===== src/rtl/vga_rx_decoder_if.sv =====
// VGA receive link bundle: sync/colour pins in, recovered pixel stream out.
// Optional frame checksum signals exist only when VGA_RX_FRAME_SUM_EN is defined.
interface vga_rx_decoder_if;
  logic        hSync;
  logic        vSync;
  logic [3:0]  VGA_R;
  logic [3:0]  VGA_G;
  logic [3:0]  VGA_B;
  logic [9:0]  x;
  logic [8:0]  y;
  logic [11:0] pixel;
  logic        pixelValid;
  logic        frameStart;
  logic        locked;
  logic        syncError;
  logic [7:0]  errCount;
`ifdef VGA_RX_FRAME_SUM_EN
  logic [15:0] frameSum;
  logic        frameSumValid;
`endif

  modport master (
`ifdef VGA_RX_FRAME_SUM_EN
    input  frameSum,
    input  frameSumValid,
`endif
    output hSync,
    output vSync,
    output VGA_R,
    output VGA_G,
    output VGA_B,
    input  x,
    input  y,
    input  pixel,
    input  pixelValid,
    input  frameStart,
    input  locked,
    input  syncError,
    input  errCount
  );

  modport slave (
`ifdef VGA_RX_FRAME_SUM_EN
    output frameSum,
    output frameSumValid,
`endif
    input  hSync,
    input  vSync,
    input  VGA_R,
    input  VGA_G,
    input  VGA_B,
    output x,
    output y,
    output pixel,
    output pixelValid,
    output frameStart,
    output locked,
    output syncError,
    output errCount
  );
endinterface


===== src/rtl/vga_rx_decoder.sv =====
// VGA receive decoder: recovers x/y, checks sync timing, reports lock/errors.
// Define VGA_RX_FRAME_SUM_EN to add the per-frame pixel checksum outputs.
module vga_rx_decoder #(
  parameter int WIDTH       = 640,
  parameter int HEIGHT      = 480,
  parameter int H_FP        = 16,
  parameter int H_SYNC      = 96,
  parameter int H_BP        = 48,
  parameter int V_FP        = 10,
  parameter int V_SYNC      = 2,
  parameter int V_BP        = 33,
  parameter int LOCK_FRAMES = 2
) (
  input logic             clk,
  input logic             reset,
  vga_rx_decoder_if.slave bus
);

  localparam int H_TOTAL = H_FP + H_SYNC + H_BP + WIDTH;
  localparam int V_TOTAL = V_FP + V_SYNC + V_BP + HEIGHT;

  localparam logic [9:0] HT    = 10'(H_TOTAL);
  localparam logic [9:0] HT_M1 = 10'(H_TOTAL - 1);
  localparam logic [9:0] H_A0  = 10'(H_SYNC + H_BP);
  localparam logic [9:0] H_A1  = 10'(H_SYNC + H_BP + WIDTH - 1);
  localparam logic [9:0] VT    = 10'(V_TOTAL);
  localparam logic [9:0] VT_M1 = 10'(V_TOTAL - 1);
  localparam logic [9:0] V_A0  = 10'(V_SYNC + V_BP);
  localparam logic [9:0] V_A1  = 10'(V_SYNC + V_BP + HEIGHT - 1);
  localparam logic [3:0] LF    = 4'(LOCK_FRAMES);

  typedef enum logic [1:0] {
    HUNT,
    SYNCING,
    LOCKED
  } state_t;

  state_t      state;
  state_t      state_n;

  logic        hs1;
  logic        vs1;
  logic        hs1_d;
  logic        vs1_d;
  logic [11:0] rgb1;

  logic        hfall;
  logic        vfall;
  logic        vpend;
  logic        vzero;

  logic [9:0]  h_cnt;
  logic [9:0]  v_cnt;
  logic [9:0]  hc_n;
  logic [9:0]  vc_n;

  logic        fvalid;
  logic [3:0]  good_cnt;

  logic        short_line;
  logic        long_line;
  logic        short_frame;
  logic        long_frame;
  logic        checking;
  logic        viol;
  logic        good;

  logic        lock_n;
  logic        pv_n;
  logic        fs_n;
  logic [9:0]  x_n;
  logic [8:0]  y_n;

  // Stage 1: register the pins, keep previous sync levels for edges.
  always_ff @(posedge clk or posedge reset) begin
    if (reset) begin
      hs1   <= 1'b1;
      vs1   <= 1'b1;
      hs1_d <= 1'b1;
      vs1_d <= 1'b1;
      rgb1  <= '0;
    end else begin
      hs1   <= bus.hSync;
      vs1   <= bus.vSync;
      hs1_d <= hs1;
      vs1_d <= vs1;
      rgb1  <= {bus.VGA_R, bus.VGA_G, bus.VGA_B};
    end
  end

  assign hfall = hs1_d & ~hs1;
  assign vfall = vs1_d & ~vs1;
  assign vzero = hfall & (vfall | vpend);

  // Next column/row count for the current stage-1 sample; both saturate.
  always_comb begin
    hc_n = h_cnt + 10'd1;
    if (hfall) begin
      hc_n = '0;
    end else if (h_cnt == HT) begin
      hc_n = HT;
    end
    vc_n = v_cnt;
    if (vzero) begin
      vc_n = '0;
    end else if (hfall) begin
      vc_n = (v_cnt == VT) ? VT : v_cnt + 10'd1;
    end
  end

  // Timing checks; frame checks wait until a frame was seen from its start.
  always_comb begin
    checking    = (state != HUNT);
    short_line  = hfall & (h_cnt != HT_M1);
    long_line   = ~hfall & (h_cnt == HT_M1);
    short_frame = vzero & (v_cnt != VT_M1);
    long_frame  = hfall & ~vzero & (v_cnt == VT_M1);
    viol        = checking &
                  (short_line | long_line |
                   (fvalid & (short_frame | long_frame)));
    good        = checking & fvalid & vzero &
                  (v_cnt == VT_M1) & ~viol;
  end

  // Counter registers and the pending vSync-fall marker.
  always_ff @(posedge clk or posedge reset) begin
    if (reset) begin
      h_cnt <= '0;
      v_cnt <= '0;
      vpend <= 1'b0;
    end else begin
      h_cnt <= hc_n;
      v_cnt <= vc_n;
      if (hfall) begin
        vpend <= 1'b0;
      end else if (vfall) begin
        vpend <= 1'b1;
      end
    end
  end

  // Lock state register.
  always_ff @(posedge clk or posedge reset) begin
    if (reset) begin
      state <= HUNT;
    end else begin
      state <= state_n;
    end
  end

  // Lock state transitions.
  always_comb begin
    state_n = state;
    unique case (state)
      HUNT: begin
        if (vfall) state_n = SYNCING;
      end
      SYNCING: begin
        if (viol) begin
          state_n = HUNT;
        end else if (good_cnt == LF) begin
          state_n = LOCKED;
        end
      end
      LOCKED: begin
        if (viol) state_n = HUNT;
      end
      default: state_n = HUNT;
    endcase
  end

  // Good-frame tracking; a frame only counts if checked from its first line.
  always_ff @(posedge clk or posedge reset) begin
    if (reset) begin
      fvalid   <= 1'b0;
      good_cnt <= '0;
    end else if (state == HUNT) begin
      fvalid   <= vfall & vzero;
      good_cnt <= '0;
    end else if (viol) begin
      fvalid   <= 1'b0;
      good_cnt <= '0;
    end else if (vzero) begin
      fvalid <= 1'b1;
      if (good && good_cnt != LF) begin
        good_cnt <= good_cnt + 4'd1;
      end
    end
  end

  // Output decode for the current stage-1 sample.
  always_comb begin
    lock_n = (state_n == LOCKED);
    x_n    = hc_n - H_A0;
    y_n    = 9'(vc_n - V_A0);
    pv_n   = lock_n &
             (hc_n >= H_A0) & (hc_n <= H_A1) &
             (vc_n >= V_A0) & (vc_n <= V_A1);
    fs_n   = pv_n & (x_n == '0) & (y_n == '0);
  end

  // Output registers; x/y hold outside the active window.
  always_ff @(posedge clk or posedge reset) begin
    if (reset) begin
      bus.x          <= '0;
      bus.y          <= '0;
      bus.pixel      <= '0;
      bus.pixelValid <= 1'b0;
      bus.frameStart <= 1'b0;
      bus.locked     <= 1'b0;
      bus.syncError  <= 1'b0;
      bus.errCount   <= '0;
    end else begin
      bus.pixel      <= rgb1;
      bus.pixelValid <= pv_n;
      bus.frameStart <= fs_n;
      bus.locked     <= lock_n;
      bus.syncError  <= viol;
      if (pv_n) begin
        bus.x <= x_n;
        bus.y <= y_n;
      end
      if (viol && bus.errCount != 8'hFF) begin
        bus.errCount <= bus.errCount + 8'd1;
      end
    end
  end

`ifdef VGA_RX_FRAME_SUM_EN
  logic [15:0] acc;

  // Frame checksum: restart at frameStart, publish after a good locked frame.
  always_ff @(posedge clk or posedge reset) begin
    if (reset) begin
      acc               <= '0;
      bus.frameSum      <= '0;
      bus.frameSumValid <= 1'b0;
    end else begin
      if (fs_n) begin
        acc <= {4'd0, rgb1};
      end else if (pv_n) begin
        acc <= acc + {4'd0, rgb1};
      end
      bus.frameSumValid <= good & (state == LOCKED);
      if (good && state == LOCKED) begin
        bus.frameSum <= acc;
      end
    end
  end
`endif

endmodule

===== src/flat_wrapper.sv =====
// flat-port wrapper written by rule: the top's interface ports become plain ports
module vga_rx_decoder_flat 
#(
  parameter int WIDTH       = 640,
  parameter int HEIGHT      = 480,
  parameter int H_FP        = 16,
  parameter int H_SYNC      = 96,
  parameter int H_BP        = 48,
  parameter int V_FP        = 10,
  parameter int V_SYNC      = 2,
  parameter int V_BP        = 33,
  parameter int LOCK_FRAMES = 2
)
  (clk, reset, bus_hSync, bus_vSync, bus_VGA_R, bus_VGA_G, bus_VGA_B, bus_x, bus_y, bus_pixel, bus_pixelValid, bus_frameStart, bus_locked, bus_syncError, bus_errCount);
  vga_rx_decoder_if bus_i ();
  input logic clk;
  input logic reset;
  input wire logic [$bits(bus_i.hSync)-1:0] bus_hSync;
  input wire logic [$bits(bus_i.vSync)-1:0] bus_vSync;
  input wire logic [$bits(bus_i.VGA_R)-1:0] bus_VGA_R;
  input wire logic [$bits(bus_i.VGA_G)-1:0] bus_VGA_G;
  input wire logic [$bits(bus_i.VGA_B)-1:0] bus_VGA_B;
  output wire logic [$bits(bus_i.x)-1:0] bus_x;
  output wire logic [$bits(bus_i.y)-1:0] bus_y;
  output wire logic [$bits(bus_i.pixel)-1:0] bus_pixel;
  output wire logic [$bits(bus_i.pixelValid)-1:0] bus_pixelValid;
  output wire logic [$bits(bus_i.frameStart)-1:0] bus_frameStart;
  output wire logic [$bits(bus_i.locked)-1:0] bus_locked;
  output wire logic [$bits(bus_i.syncError)-1:0] bus_syncError;
  output wire logic [$bits(bus_i.errCount)-1:0] bus_errCount;
  assign bus_i.hSync = bus_hSync;
  assign bus_i.vSync = bus_vSync;
  assign bus_i.VGA_R = bus_VGA_R;
  assign bus_i.VGA_G = bus_VGA_G;
  assign bus_i.VGA_B = bus_VGA_B;
  assign bus_x = bus_i.x;
  assign bus_y = bus_i.y;
  assign bus_pixel = bus_i.pixel;
  assign bus_pixelValid = bus_i.pixelValid;
  assign bus_frameStart = bus_i.frameStart;
  assign bus_locked = bus_i.locked;
  assign bus_syncError = bus_i.syncError;
  assign bus_errCount = bus_i.errCount;
  vga_rx_decoder #(.WIDTH(WIDTH), .HEIGHT(HEIGHT), .H_FP(H_FP), .H_SYNC(H_SYNC), .H_BP(H_BP), .V_FP(V_FP), .V_SYNC(V_SYNC), .V_BP(V_BP), .LOCK_FRAMES(LOCK_FRAMES)) u_core (.clk(clk), .reset(reset), .bus(bus_i));
endmodule

===== config.mk =====
export PLATFORM = sky130hd
export DESIGN_NAME = vga_rx_decoder_flat
export DESIGN_NICKNAME = d
export VERILOG_FILES = /design/src/rtl/vga_rx_decoder_if.sv /design/src/rtl/vga_rx_decoder.sv /design/src/flat_wrapper.sv
export SDC_FILE = /design/constraint.sdc
export NUM_CORES = 1
export LEC_CHECK = 0
export ABC_AREA = 1
export CORE_ASPECT_RATIO = 0.6
export CORE_UTILIZATION = 30
export DETAILED_ROUTE_END_ITERATION = 6
export PLACE_DENSITY = 0.61
export SYNTH_ARGS = -nofsm -noshare
export SYNTH_HDL_FRONTEND = slang
export SYNTH_SLANG_ARGS = --single-unit
export TNS_END_PERCENT = 20

===== constraint.sdc =====
create_clock -name clk -period 7.56 [get_ports clk]
set_input_delay 1.89 -clock clk [delete_from_list [all_inputs] [get_ports clk]]
set_output_delay 1.89 -clock clk [all_outputs]
set_load 0.005 [all_outputs]

==> flow_metrics.env <==
export IMPL_seq_area_frac_synth_pct=52.4
export IMPL_period_needed_ns=3.23
export IMPL_synth_edf_count=0
export IMPL_hold_violations=0
export IMPL_cts_root_buf="clkbuf_16"
export IMPL_drv_cap=0
export IMPL_preCtsSetupSlack_ns=4.14
export IMPL_synth_fp_nets=513
export IMPL_yosysTopAreaCell="dfrtp_1"
export IMPL_tightest_slew_ns=1.01
export IMPL_path_depth=1
export IMPL_yosysTopAreaCellShare_pct=49.8
export IMPL_worstPathMaxFanout=6
export IMPL_end_kind="output port"
export IMPL_syn_instance_count=484
export IMPL_grt_overflow=0
export IMPL_area_delta_synth_final_pct=24.7
export IMPL_synthFlopType="dfrtp_1"
export IMPL_cts_resized=0
export IMPL_synthMostInstantiatedCell="nand2_1"
export IMPL_io_buffers=58
export IMPL_path_cells="clkdlybuf4s50_1"
export IMPL_setup_viol=0
export IMPL_finalCritPeriodShare_pct=42.8
export IMPL_busiest_layer="met1"
export IMPL_core_area_sq_mm=0.0132
export IMPL_fin_setup_tns_ns=0
export IMPL_gr_usage_all_layers_pct=13.9
export IMPL_hold_class="reg -> reg"
export IMPL_path_delay_family="buffers and inverters"
export IMPL_post_cts_buffers=0
export IMPL_p_per_area_mw_per_mm2=216
export IMPL_cpMaxStageDelayCell="clkdlybuf4s50_1"
export IMPL_start_util_pct=31.6
export IMPL_critPathKind="reg -> out"
export IMPL_rsz0062_at_grt="no"
export IMPL_yosysUniqueCellTypes=34
export IMPL_vdd_drop_max_mv=0.111
export IMPL_fmax_mhz=309
export IMPL_synth_common_cells="nand2_1 (138), dfrtp_1 (83), inv_1 (58)"
export IMPL_syn_area_sq_mm=0.00417
export IMPL_synthArstFlopShare_pct=100
export IMPL_reg2reg_depth=15
export IMPL_nets=575
export IMPL_grt_pass1_wl_um=15400
export IMPL_clkLatencyLatePin_ns=0.34
export IMPL_fp_row_count=32
export IMPL_gr_usage_met2_pct=19.6
export IMPL_cts_hold_buffers=0
export IMPL_cts_tree="yes"
export IMPL_holdPathStages=0
export IMPL_antenna_found_initial=0
export IMPL_remaining_drc_errors=0
export IMPL_n_antenna_cell=0
export IMPL_synth_seq_cells=87
export IMPL_gp_congestion=0.825
export IMPL_clock_skew_ns=0.00717
export IMPL_die_w_um=154
export IMPL_die_area_sq_mm=0.0144
export IMPL_drv_slew=0
export IMPL_cts_sinks=87
export IMPL_path_clk_slew_ns=0.06
export IMPL_wl_per_cell_um=12.8
export IMPL_synthTopCellsByArea="dfrtp_1 (50%), nand2_1 (12%), nand3_1 (6.6%)"
export IMPL_clk_path_buf_depth=2
export IMPL_drt_iter0_markers=297
export IMPL_drtPass1Iterations=5
export IMPL_grt_pass1_vias=3136
export IMPL_slew_headroom_pct=32.4
export IMPL_cp_num_buf_inv=1
export IMPL_dp_hpwl_um=6710
export IMPL_vias=3311
export IMPL_use_met3_pct=3.48
export IMPL_htreeDepth=3
export IMPL_grt_max_degree=80
export IMPL_drive_above_1_share_pct=9.07
export IMPL_fp_dieH_um=93.3
export IMPL_crit_path_start_kind="flip-flop"
export IMPL_vias_per_cell=4.59
export IMPL_slowest_delay_ns=0.55
export IMPL_wl_um=9210
export IMPL_status="finished clean"
export IMPL_ant_nets=0
export IMPL_fin_util_pct=39.5
export IMPL_io_pins=59
export IMPL_avgSynthCellArea_sq_um=8.61
export IMPL_ys_warnings_count=0
export IMPL_cts_buffers=9
export IMPL_finalWorstSetupSlack_ns=4.33
export IMPL_leakagePower_nw=2.60
export IMPL_worst_ep_required_time_ns=5.67
export IMPL_met1_usage_pct=20.6
export IMPL_cp_arrival_ns=1.34
registers in the layout (all words and copies together), names as in the netlist, 2 cells and up:
name                 count
u_core.bus.pixel        12
u_core.rgb1             12
u_core.bus.x            10
u_core.h_cnt            10
u_core.v_cnt            10
u_core.bus.y             9
u_core.bus.errCount      8
u_core.good_cnt          4
u_core.state             2
logic make-up after synthesis:
group	count (synthesis)	synth area share, %
muxes	2	0.540
adders and majority gates	13	3.90
xor gates and xnor gates	14	2.94
buffers and inverters	70	7.33
DFF	87	52.4
and+or+nand+nor	278	29.9
AOI/OAI and AO/OA	20	3.03
metrics by stage:
step                      area, sq um  hold WS [ns]  std cells  power [mW]
final                            5200         0.348        721        1.12
after global routing             5200         0.358        721        1.18
after CTS                        5200         0.352        721        1.14
after detailed placement         4900         0.337        705       0.692
after global placement           4900         0.333        705       0.687
after floorplan                  4170         0.331        484       0.623
routing by layer:
layer | part of all wire (%) | vias to the layer above
met2 | 40 | 113
met1 | 53 | 1551
met3 | 6.2 | 7
li1 | - | 1640
met5 | 0 | -
met4 | 1.0 | 0
cells in the final DEF (no fill, tap or decap), types with 4 or more instances in the layout:
cell,instances
nand3_1,55
nand4_1,10
nand2_1,138
nor2_1,44
ha_1,13
xor2_1,11
dfstp_2,4
dfrtp_1,83
nand3b_1,6
nor2_2,5
clkdlybuf4s50_1,58
o21ai_0,6
clkbuf_16,9
inv_1,57
nand2_2,8
a21oi_1,8
where the power goes:
group / switching [mW] / leakage [nW] / internal [mW]
Clock: 0.184 / 0.142 / 0.256
Combinational: 0.0877 / 1.33 / 0.0667
Sequential: 0.0320 / 1.13 / 0.497
Total: 0.304 / 2.60 / 0.820
cell type report:
| class | instances | area (sq um) |
|---|---|---|
| flip-flops and latches | 87 | 2180 |
| repair buffers | 59 | 588 |
| multi-input cells | 327 | 1680 |
| fillers | 1282 | 7980 |
| clock buffers | 9 | 225 |
| inverters | 62 | 236 |
| well taps | 170 | 213 |
| clock inverters | 7 | 72.6 |
final timing paths:
| check | start | end | slack (ns) |
|---|---|---|---|
| worst max-delay path | u_core.bus.errCount[4] | bus_errCount[4] | 4.33 |
| worst min-delay path | u_core.rgb1[1] | u_core.bus.pixel[1] | 0.35 |
| worst max register to register | u_core.hs1 | u_core.bus.x[3] | 4.44 |
| worst min register to register | u_core.rgb1[1] | u_core.bus.pixel[1] | 0.35 |
| max in group asynchronous | reset | u_core.h_cnt[1] | 4.58 |
| min in group asynchronous | reset | u_core.bus.errCount[6] | 1.76 |
No activity file was read; power rests on OpenSTA's default activity.
